## src/rtl/ads41_cal_pkg.sv

```systemverilog
// Shared types and constants for the ads41 IDELAY tap calibration controller.
package ads41_cal_pkg;

  localparam int TAP_W = 5;
  localparam int NTAPS = 32;

  typedef enum logic [2:0] {
    CAL_IDLE,
    CAL_ZERO,
    CAL_SETTLE,
    CAL_SAMPLE,
    CAL_ANALYZE,
    CAL_PARK,
    CAL_FINISH
  } cal_state_t;

  // Each DDR lane carries two adjacent bits of the ADC word.
  function automatic int lane_count(input int nbits);
    return nbits / 2;
  endfunction

endpackage

```

## src/rtl/ads41_cal_window.sv

```systemverilog
// Per-lane longest-passing-run tracker: one pass bit per cycle, reports the
// centre of the earliest longest run and whether it is wide enough.
module ads41_cal_window
  import ads41_cal_pkg::*;
#(
  parameter int MIN_WINDOW = 4
) (
  input  logic             clk,
  input  logic             rst,
  input  logic             clear,
  input  logic             en,
  input  logic [TAP_W-1:0] idx,
  input  logic             pass_bit,
  output logic [TAP_W-1:0] centre,
  output logic             ok
);

  logic [TAP_W:0]   run_len, best_len, cur_len;
  logic [TAP_W-1:0] run_start, best_start, cur_start;

  always_comb begin
    cur_len   = pass_bit ? run_len + 1'b1 : '0;
    cur_start = (run_len == '0) ? idx : run_start;
  end

  // Best is only replaced by a strictly longer run, so earlier runs win ties.
  always_ff @(posedge clk or posedge rst) begin
    if (rst) begin
      run_len    <= '0;
      run_start  <= '0;
      best_len   <= '0;
      best_start <= '0;
    end else if (clear) begin
      run_len    <= '0;
      run_start  <= '0;
      best_len   <= '0;
      best_start <= '0;
    end else if (en) begin
      run_len   <= cur_len;
      run_start <= cur_start;
      if (cur_len > best_len) begin
        best_len   <= cur_len;
        best_start <= cur_start;
      end
    end
  end

  assign centre = best_start + TAP_W'(best_len >> 1);
  assign ok     = best_len >= (TAP_W+1)'(MIN_WINDOW);

endmodule

```

## src/rtl/ads41_idelay_cal.sv

```systemverilog
// IDELAY tap calibration for one ads41 receiver: sweeps all lanes through
// taps 0..31 against a fixed test pattern and parks each at its window centre.
module ads41_idelay_cal
  import ads41_cal_pkg::*;
#(
  parameter int               NBITS        = 12,
  parameter int               IDELAY_VALUE = 8,
  parameter logic [NBITS-1:0] PATTERN      = 12'hA5C,
  parameter int               SETTLE       = 16,
  parameter int               NSAMPLES     = 64,
  parameter int               MIN_WINDOW   = 4,
  localparam int              NLANES       = lane_count(NBITS)
) (
  input  logic                    clk,
  input  logic                    rst,
  input  logic                    start,
  input  logic [NBITS-1:0]        d_in,
  output logic [31:0]             idelay_val,
  output logic [15:0]             idelay_ctrl,
  output logic                    busy,
  output logic                    done,
  output logic [NLANES-1:0]       lane_ok,
  output logic [TAP_W*NLANES-1:0] lane_tap
);

  localparam logic [NLANES-1:0] ALL_LANES = '1;

  cal_state_t       state, next_state;
  logic [15:0]      cnt;
  logic             ph;
  logic             analyzed;
  logic             inc;
  logic             win_clear;
  logic             sample_last, tap_top;
  logic [NLANES-1:0] strobe, lane_err, fail_acc, zero_mask, park_mask, win_ok;
  logic [TAP_W-1:0] tap    [NLANES];
  logic [TAP_W-1:0] target [NLANES];
  logic [TAP_W-1:0] centre [NLANES];
  logic [NTAPS-1:0] pass   [NLANES];

  assign sample_last = cnt == 16'(NSAMPLES - 1);
  assign tap_top     = tap[0] == TAP_W'(NTAPS - 1);
  assign win_clear   = (state == CAL_IDLE) && start;

  for (genvar i = 0; i < NLANES; i++) begin : g_lane
    assign lane_err[i]  = d_in[2*i +: 2] != PATTERN[2*i +: 2];
    assign zero_mask[i] = tap[i] != '0;
    assign target[i]    = win_ok[i] ? centre[i] : TAP_W'(IDELAY_VALUE);
    assign park_mask[i] = tap[i] > target[i];

    ads41_cal_window #(.MIN_WINDOW(MIN_WINDOW)) u_win (
      .clk      (clk),
      .rst      (rst),
      .clear    (win_clear),
      .en       (state == CAL_ANALYZE),
      .idx      (cnt[TAP_W-1:0]),
      .pass_bit (pass[i][cnt[TAP_W-1:0]]),
      .centre   (centre[i]),
      .ok       (win_ok[i])
    );
  end

  always_ff @(posedge clk or posedge rst) begin
    if (rst) state <= CAL_IDLE;
    else     state <= next_state;
  end

  // Steps strobe while ph is low and hold direction for the following cycle.
  // ZERO walks down until every lane reads 0, so a repeat start is safe too.
  always_comb begin
    next_state = state;
    strobe     = '0;
    inc        = 1'b0;
    busy       = 1'b1;
    done       = 1'b0;
    case (state)
      CAL_IDLE: begin
        busy = 1'b0;
        if (start) next_state = CAL_ZERO;
      end
      CAL_ZERO: begin
        if (!ph) begin
          if (zero_mask == '0) next_state = CAL_SETTLE;
          else                 strobe     = zero_mask;
        end
      end
      CAL_SETTLE: begin
        if (cnt == 16'(SETTLE - 1)) next_state = CAL_SAMPLE;
      end
      CAL_SAMPLE: begin
        if (sample_last && tap_top) begin
          next_state = CAL_ANALYZE;
        end else if (cnt == 16'(NSAMPLES)) begin
          strobe = ALL_LANES;
          inc    = 1'b1;
        end else if (cnt == 16'(NSAMPLES + 1)) begin
          inc        = 1'b1;
          next_state = CAL_SETTLE;
        end
      end
      CAL_ANALYZE: begin
        if (cnt == 16'(NTAPS - 1)) next_state = CAL_PARK;
      end
      CAL_PARK: begin
        if (!ph) begin
          if (park_mask == '0) next_state = CAL_FINISH;
          else                 strobe     = park_mask;
        end
      end
      CAL_FINISH: begin
        busy       = 1'b0;
        done       = 1'b1;
        next_state = CAL_IDLE;
      end
      default: next_state = CAL_IDLE;
    endcase
  end

  assign idelay_ctrl = 16'(strobe);
  assign idelay_val  = inc ? 32'(ALL_LANES) : 32'd0;
  assign lane_ok     = analyzed ? win_ok : '0;

  always_ff @(posedge clk or posedge rst) begin
    if (rst) begin
      cnt      <= '0;
      ph       <= 1'b0;
      analyzed <= 1'b0;
      fail_acc <= '0;
      lane_tap <= '0;
      for (int i = 0; i < NLANES; i++) begin
        tap[i]  <= TAP_W'(IDELAY_VALUE);
        pass[i] <= '0;
      end
    end else begin
      ph  <= |strobe;
      cnt <= (next_state != state) ? '0 : cnt + 1'b1;
      for (int i = 0; i < NLANES; i++) begin
        if (strobe[i]) tap[i] <= inc ? tap[i] + 1'b1 : tap[i] - 1'b1;
      end
      case (state)
        CAL_IDLE: begin
          if (start) begin
            analyzed <= 1'b0;
            fail_acc <= '0;
            for (int i = 0; i < NLANES; i++) pass[i] <= '0;
          end
        end
        CAL_SAMPLE: begin
          if (cnt < 16'(NSAMPLES)) begin
            if (sample_last) begin
              for (int i = 0; i < NLANES; i++)
                pass[i][tap[0]] <= !(fail_acc[i] | lane_err[i]);
              fail_acc <= '0;
            end else begin
              fail_acc <= fail_acc | lane_err;
            end
          end
        end
        CAL_ANALYZE: begin
          if (next_state == CAL_PARK) analyzed <= 1'b1;
        end
        CAL_PARK: begin
          if (next_state == CAL_FINISH)
            for (int i = 0; i < NLANES; i++) lane_tap[TAP_W*i +: TAP_W] <= target[i];
        end
        default: ;
      endcase
    end
  end

  // A step that would wrap the 5-bit tap model means the sequencing is broken.
  always @(posedge clk) begin
    if (!rst) begin
      for (int i = 0; i < NLANES; i++) begin
        if (strobe[i]) assert (inc ? tap[i] != TAP_W'(NTAPS - 1) : tap[i] != '0);
      end
    end
  end

endmodule

```

## config.mk

```make
export PLATFORM = sky130hd
export DESIGN_NAME = ads41_idelay_cal
export DESIGN_NICKNAME = d
export VERILOG_FILES = /design/src/rtl/ads41_cal_pkg.sv /design/src/rtl/ads41_cal_window.sv /design/src/rtl/ads41_idelay_cal.sv
export SDC_FILE = /design/constraint.sdc
export NUM_CORES = 1
export LEC_CHECK = 0
export CORE_UTILIZATION = 65
export DETAILED_ROUTE_END_ITERATION = 8
export DONT_BUFFER_PORTS = 1
export GPL_ROUTABILITY_DRIVEN = 1
export HOLD_SLACK_MARGIN = 0.08
export PLACE_DENSITY = 0.81
export RECOVER_POWER = 25
export SYNTH_ARGS = -nofsm -noshare
export SYNTH_HDL_FRONTEND = slang
export SYNTH_HIERARCHICAL = 1
export SYNTH_SLANG_ARGS = --single-unit
```

## constraint.sdc

```tcl
create_clock -name clk -period 30.2 [get_ports clk]
set_input_delay 9.06 -clock clk [delete_from_list [all_inputs] [get_ports clk]]
set_output_delay 9.06 -clock clk [all_outputs]
set_load 0.01 [all_outputs]
```

After elaboration in Yosys (flattened, before gate mapping)
Cells that the tools add are included.
{"block": "word_totals", "word_cells": 308, "mem_bits_ro": 0, "output_inout_bits": 86, "ff_bits": 411, "latch_bits": 0, "mem_count": 0, "input_bits": 15, "ram_bits": 0}
{"block": "op_classes", "n_bitwise": 7, "n_shift": 0, "reduce_logical": 46, "multipliers": 0, "n_mux": 142, "n_lt_le_gt_ge": 22, "n_div": 0, "n_addsub": 25, "eq_ne": 24}
{"op": "$mux 192", "count": 3}
{"op": "$pmux 192 s2", "count": 1}
{"op": "$mux 6", "count": 47}
{"op": "$mux 5", "count": 48}
{"op": "$bwmux 32", "count": 6}
{"op": "$logic_not 6->1", "count": 8}
{"op": "$add 6x1->6 const B", "count": 6}
{"op": "$ge 6x3->1 const B", "count": 6}
{"op": "$gt 6x6->1", "count": 6}
{"op": "$eq 16x7->1 const B", "count": 2}
{"op": "$add 5x1->5 const B", "count": 6}
{"op": "$add 5x5->5", "count": 6}
{"op": "$bmux 1 s5", "count": 6}
{"op": "$gt 5x5->1", "count": 6}
{"op": "$mux 3", "count": 10}
{"op": "$reduce_bool 5->1", "count": 6}
{"op": "$sub 5x1->5 const B", "count": 6}
{"op": "$reduce_bool 2->1", "count": 10}
{"op": "$pmux 3 s6", "count": 1}
{"op": "$pmux 6 s3", "count": 1}
{"op": "$add 16x1->16 const B", "count": 1}
{"op": "$eq 16x4->1 const B", "count": 1}
{"op": "$eq 16x5->1 const B", "count": 1}
{"op": "$eq 16x6->1 const B", "count": 1}
{"op": "other kinds (25)", "count": 71}

Logic depth before layout (Yosys ltp)
{"block": "depth", "ltp_word": 10, "mapped_depth": 17}

Cells and area by module
Netlist, hierarchy kept.
{"module": "ads41_idelay_cal", "area_each_um2": 14717.9, "cells_per_inst": 1213, "instances": 1}
{"module": "ads41_cal_window", "area_each_um2": 1527.7, "cells_per_inst": 158, "instances": 6}

Worst setup path after synthesis
No wires, ideal clock.
{"block": "synth_timing", "path_type": "reg2out", "from": "register cnt[0]", "to": "output idelay_val[0]", "n_path_buf": 2, "t_arrival_ps": 2855, "stages_incl_launch_ff": 9, "setup_slack_ps": 18285, "path_cell_list": "dfrtp_1 > ha_1 > and3_1 > nand3_1 > o31ai_4 > buf_4 > or3_1 > inv_1 > buf_4"}
{"block": "synth_via", "elab_chain_cells": 6, "elab_cells_between_ends": 9, "classes_between": "3 x eq/ne; 5 x mux; 1 x reduce/logical"}
{"element": "start: declaration", "line": "ads41_idelay_cal.sv:29", "rtl": "logic [15:0] cnt;"}
{"element": "start signal: assignment", "line": "ads41_idelay_cal.sv:136", "rtl": "cnt <= (next_state != state) ? '0 : cnt + 1'b1;"}
{"element": "$eq 16x7->1", "line": "ads41_idelay_cal.sv:96", "rtl": "end else if (cnt == 16'(NSAMPLES + 1)) begin"}
{"element": "$mux 1", "line": "ads41_idelay_cal.sv:96"}
{"element": "$mux 1", "line": "ads41_idelay_cal.sv:93", "rtl": "end else if (cnt == 16'(NSAMPLES)) begin"}
{"element": "$mux 1 *", "line": "ads41_idelay_cal.sv:91", "rtl": "if (sample_last && tap_top) begin"}
{"element": "$mux 1 *", "line": "ads41_idelay_cal.sv:76", "rtl": "case (state)"}
{"element": "named net inc", "line": "ads41_idelay_cal.sv:32", "rtl": "logic inc;"}
{"element": "$mux 6 *", "line": "ads41_idelay_cal.sv:120", "rtl": "assign idelay_val = inc ? 32'(ALL_LANES) : 32'd0;"}
{"element": "end: declaration", "line": "ads41_idelay_cal.sv:18", "rtl": "output logic [31:0] idelay_val,"}
Mark *: on every way through the listed nets, which the timed path passes. The rest lies on a longest branch.

Final worst setup path
{"block": "layout_timing", "from": "register cnt[0]", "to": "output idelay_val[2]"}
{"block": "layout_via", "elab_chain_cells": 6, "elab_cells_between_ends": 9, "classes_between": "3 x eq/ne; 5 x mux; 1 x reduce/logical"}
{"element": "$eq 16x7->1", "line": "ads41_idelay_cal.sv:96"}
{"element": "$mux 1", "line": "ads41_idelay_cal.sv:96"}
{"element": "$mux 1", "line": "ads41_idelay_cal.sv:93"}
{"element": "$mux 1 *", "line": "ads41_idelay_cal.sv:91"}
{"element": "$mux 1 *", "line": "ads41_idelay_cal.sv:76"}
{"element": "$mux 6 *", "line": "ads41_idelay_cal.sv:120"}
Mark *: on every way between the ends. The rest lies on a longest branch, timed or not.

==> impl_metrics.toml <==
[clock_network]
cts-root-buf = "clkbuf_16"
cts_tree = "yes"
cts.clk_slew.worst_paths_ns = 0.06
clk_path_buf_depth = 3
cts.repair.resized = 0
cts_setup_buffers = 0
cts.htree.levels = 2
clk_latency_ns = 0.58
numClockSinks = 411
ctsHoldBuffers = 0
cts_buffers = 44

[worst_setup_path]
reg2reg_to = "tap[14]"
crit_fanout = 37
worstRegToRegCells = 12
cp-end-kind = "output pin"
r2r_slack_ns = 22.55
cp-start-kind = "flip-flop"
cp.required_ns = 21.14
cp.arrival_ns = 5.53
critPathKind = "reg -> out"
r2r-start = "cnt[0]"

[final_layout]
final_net_count = 2259
antenna_cells = 0
area_growth_pct = 6.27
final-seq-area_mm2 = 0.0103
mostFrequentLayoutCells = "404 x dfrtp_1, 191 x a22o_1, 122 x ha_1"
fillCellCount = 2468
multi_input_area_mm2 = 0.0124
final_common_cell = "dfrtp_1"
drive_gt1_share_pct = 14.3

[timing]
finalHoldViolCount = 0
rsz0062_at_grt = "no"
finClkSkew_ns = 0.0105
max_freq_mhz = 68.5
worstMarginPinSlew_ns = 5.66
setup_ws_ns = 15.61
whs_ns = 0.500
setup-tns-final_ns = 0
max_slew_margin_pct = -279
setup_viol = 0
fin_crit_ns = 14.59
slew_violations = 271
period_share_pct = 48.3

[min_path]
holdPathStages = 1
min_to = "pass[107]"
hp-start = "pass[107]"
hold_class = "reg -> reg"

[routing]
route.met3.wl_um = 4530
met1_length_um = 23700
wl_per_cell_um = 22.0
wl_met2_um = 27200
via_count = 17000
via_per_inst = 6.51
drt-initial-drc-count = 1384
wl_um = 57200
ant_nets = 0
first_pass_iters = 5
drc = 0
top_layer_used = "met4"

[grt]
groute.usage.overall_pct = 31.5
grt_max_degree = 128
antenna_found_initial = 0
grt_pass1_vias = 17500
grt_pass1_wl_um = 94300
gr-total-overflow = 0

[logic_synthesis]
synthFlopType = "dfrtp_1"
synth_edf_count = 0
synthTopCellsByArea = "dfrtp_1 42%, a22o_1 7.0%, ha_1 6.4%"
async_flop_share_pct = 100
synthSimpleGateAreaFrac_pct = 14.7
yosys_warnings = 6
synth_fa_ha_area_share_pct = 7.40
synth_seq_cells = 411
synth_top_area_cell = "dfrtp_1"
synthCells = 2161
yosysSeqAreaShare_pct = 43.1
synth_xor_area_share_pct = 2.93
muxShareOfSynthArea_pct = 11.7
avgSynthCellArea_um2 = 11.1
syn_area_mm2 = 0.0239
netlist.area_leader.share_pct = 42.4
yosysUniqueCellTypes = 69
synth_top_family_by_area = "compound AO/OA/AOI/OAI gates"
synth_compound_area_share_pct = 14.8

[run_status]
outcome = "finished with violations"
violations = "max-capacitance violations, max-slew violations"

[placed_design]
port_buffers = 0
dp_slack_ns = 18.21
dp_hpwl_um = 38200
place.gp.congestion = 0.866

[flow_run]
cap_viol_max_count = 6

[power]
p_per_area_mw_per_mm2 = 44.8
ir_drop_mv = 0.0467
p_leak_nw = 11.5

[floorplan]
initial_core_util_pct = 66.7
fp-row-count = 69
die-height_um = 194
core-area_mm2 = 0.0358
dieArea_mm2 = 0.0375
ios = 101
chipWidth_um = 194
-- registers in the layout (all words and copies together) (netlist names) --
register,count
analyzed,1
cnt,16
fail_acc,6
g_lane.u_win/best_len,36
g_lane.u_win/best_start,30
g_lane.u_win/run_len,36
g_lane.u_win/run_start,30
lane_tap,30
pass,192
ph,1
state,3
tap,30
-- critical path: stages (launching register included) --
cell     delay (ns)
dfrtp_1        1.71
ha_1           0.40
and3_1         0.25
nand3_1        0.18
o31ai_1        1.74
or3_1          0.36
inv_1          0.29
-- report_power, final --
part | internal [W] | switching, W
registers | 0.000551 | 0
clock network | 0.000345 | 0.000228
logic | 0.000000453 | 0.0000128
total | 0.000897 | 0.000241
-- kinds of logic after synthesis --
family | count (synthesis)
fa+ha+maj | 134
flops | 411
compound gates | 487
mux | 197
buf+inv | 268
other cells | 1
simple gates | 583
xor+xnor | 80
-- Yosys cell counts (30+ instances only) --
cell,n
ha_1,122
buf_4,46
mux4_2,60
nand2b_1,68
nand3b_1,53
nand3_1,44
buf_2,46
clkbuf_1,34
a21o_1,30
o21ai_2,30
a21oi_1,99
nand2_1,101
inv_1,118
dfrtp_1,405
o21ai_0,51
xnor2_1,66
mux2_2,53
nor2_1,90
a22o_1,191
nor2b_1,44
mux2i_1,84
o21ai_1,33
and2_1,32
-- worst max path at each step --
stage                       from            end  slack, ns  depth (start not counted)
after floorplan              rst       analyzed      13.46                          1
after global placement    cnt[0]  idelay_val[2]      18.28                          6
after detailed placement  cnt[0]  idelay_val[2]      18.21                          6
after CTS                 cnt[0]  idelay_val[2]      17.59                          6
after global routing      cnt[0]  idelay_val[0]      15.13                          6
final                     cnt[0]  idelay_val[2]      15.61                          6
-- layer usage --
layer	track usage, %	vias to the layer above
met5	0	-
met4	10.4	0
met3	7.58	126
met2	50.4	619
met1	42.5	8555
li1	-	7661
-- layout make-up --
type,count,share of cell area (%)
clock buffers,67,5.24
multi-input cells,1517,48.9
well taps,461,2.27
inverters,118,1.76
repair buffers,18,0.503
flip-flops and latches,411,40.6
clock inverters,12,0.759
-- through the flow --
| step | cell area, µm² | power, W | cells | utilization [%] |
|---|---|---|---|---|
| 2_1_floorplan | 24000 | 0.000575 | 2196 | - |
| 3_3_place_gp | 23900 | 0.000574 | 2525 | 66.8 |
| 3_5_place_dp | 23900 | 0.000575 | 2525 | 66.8 |
| 4_1_cts | 25400 | 0.00114 | 2604 | 71.0 |
| 5_1_grt | 25400 | 0.00117 | 2604 | 70.8 |
| 6_report | 25400 | 0.00114 | 2604 | 70.8 |
No activity file was read; power rests on OpenSTA's default activity.
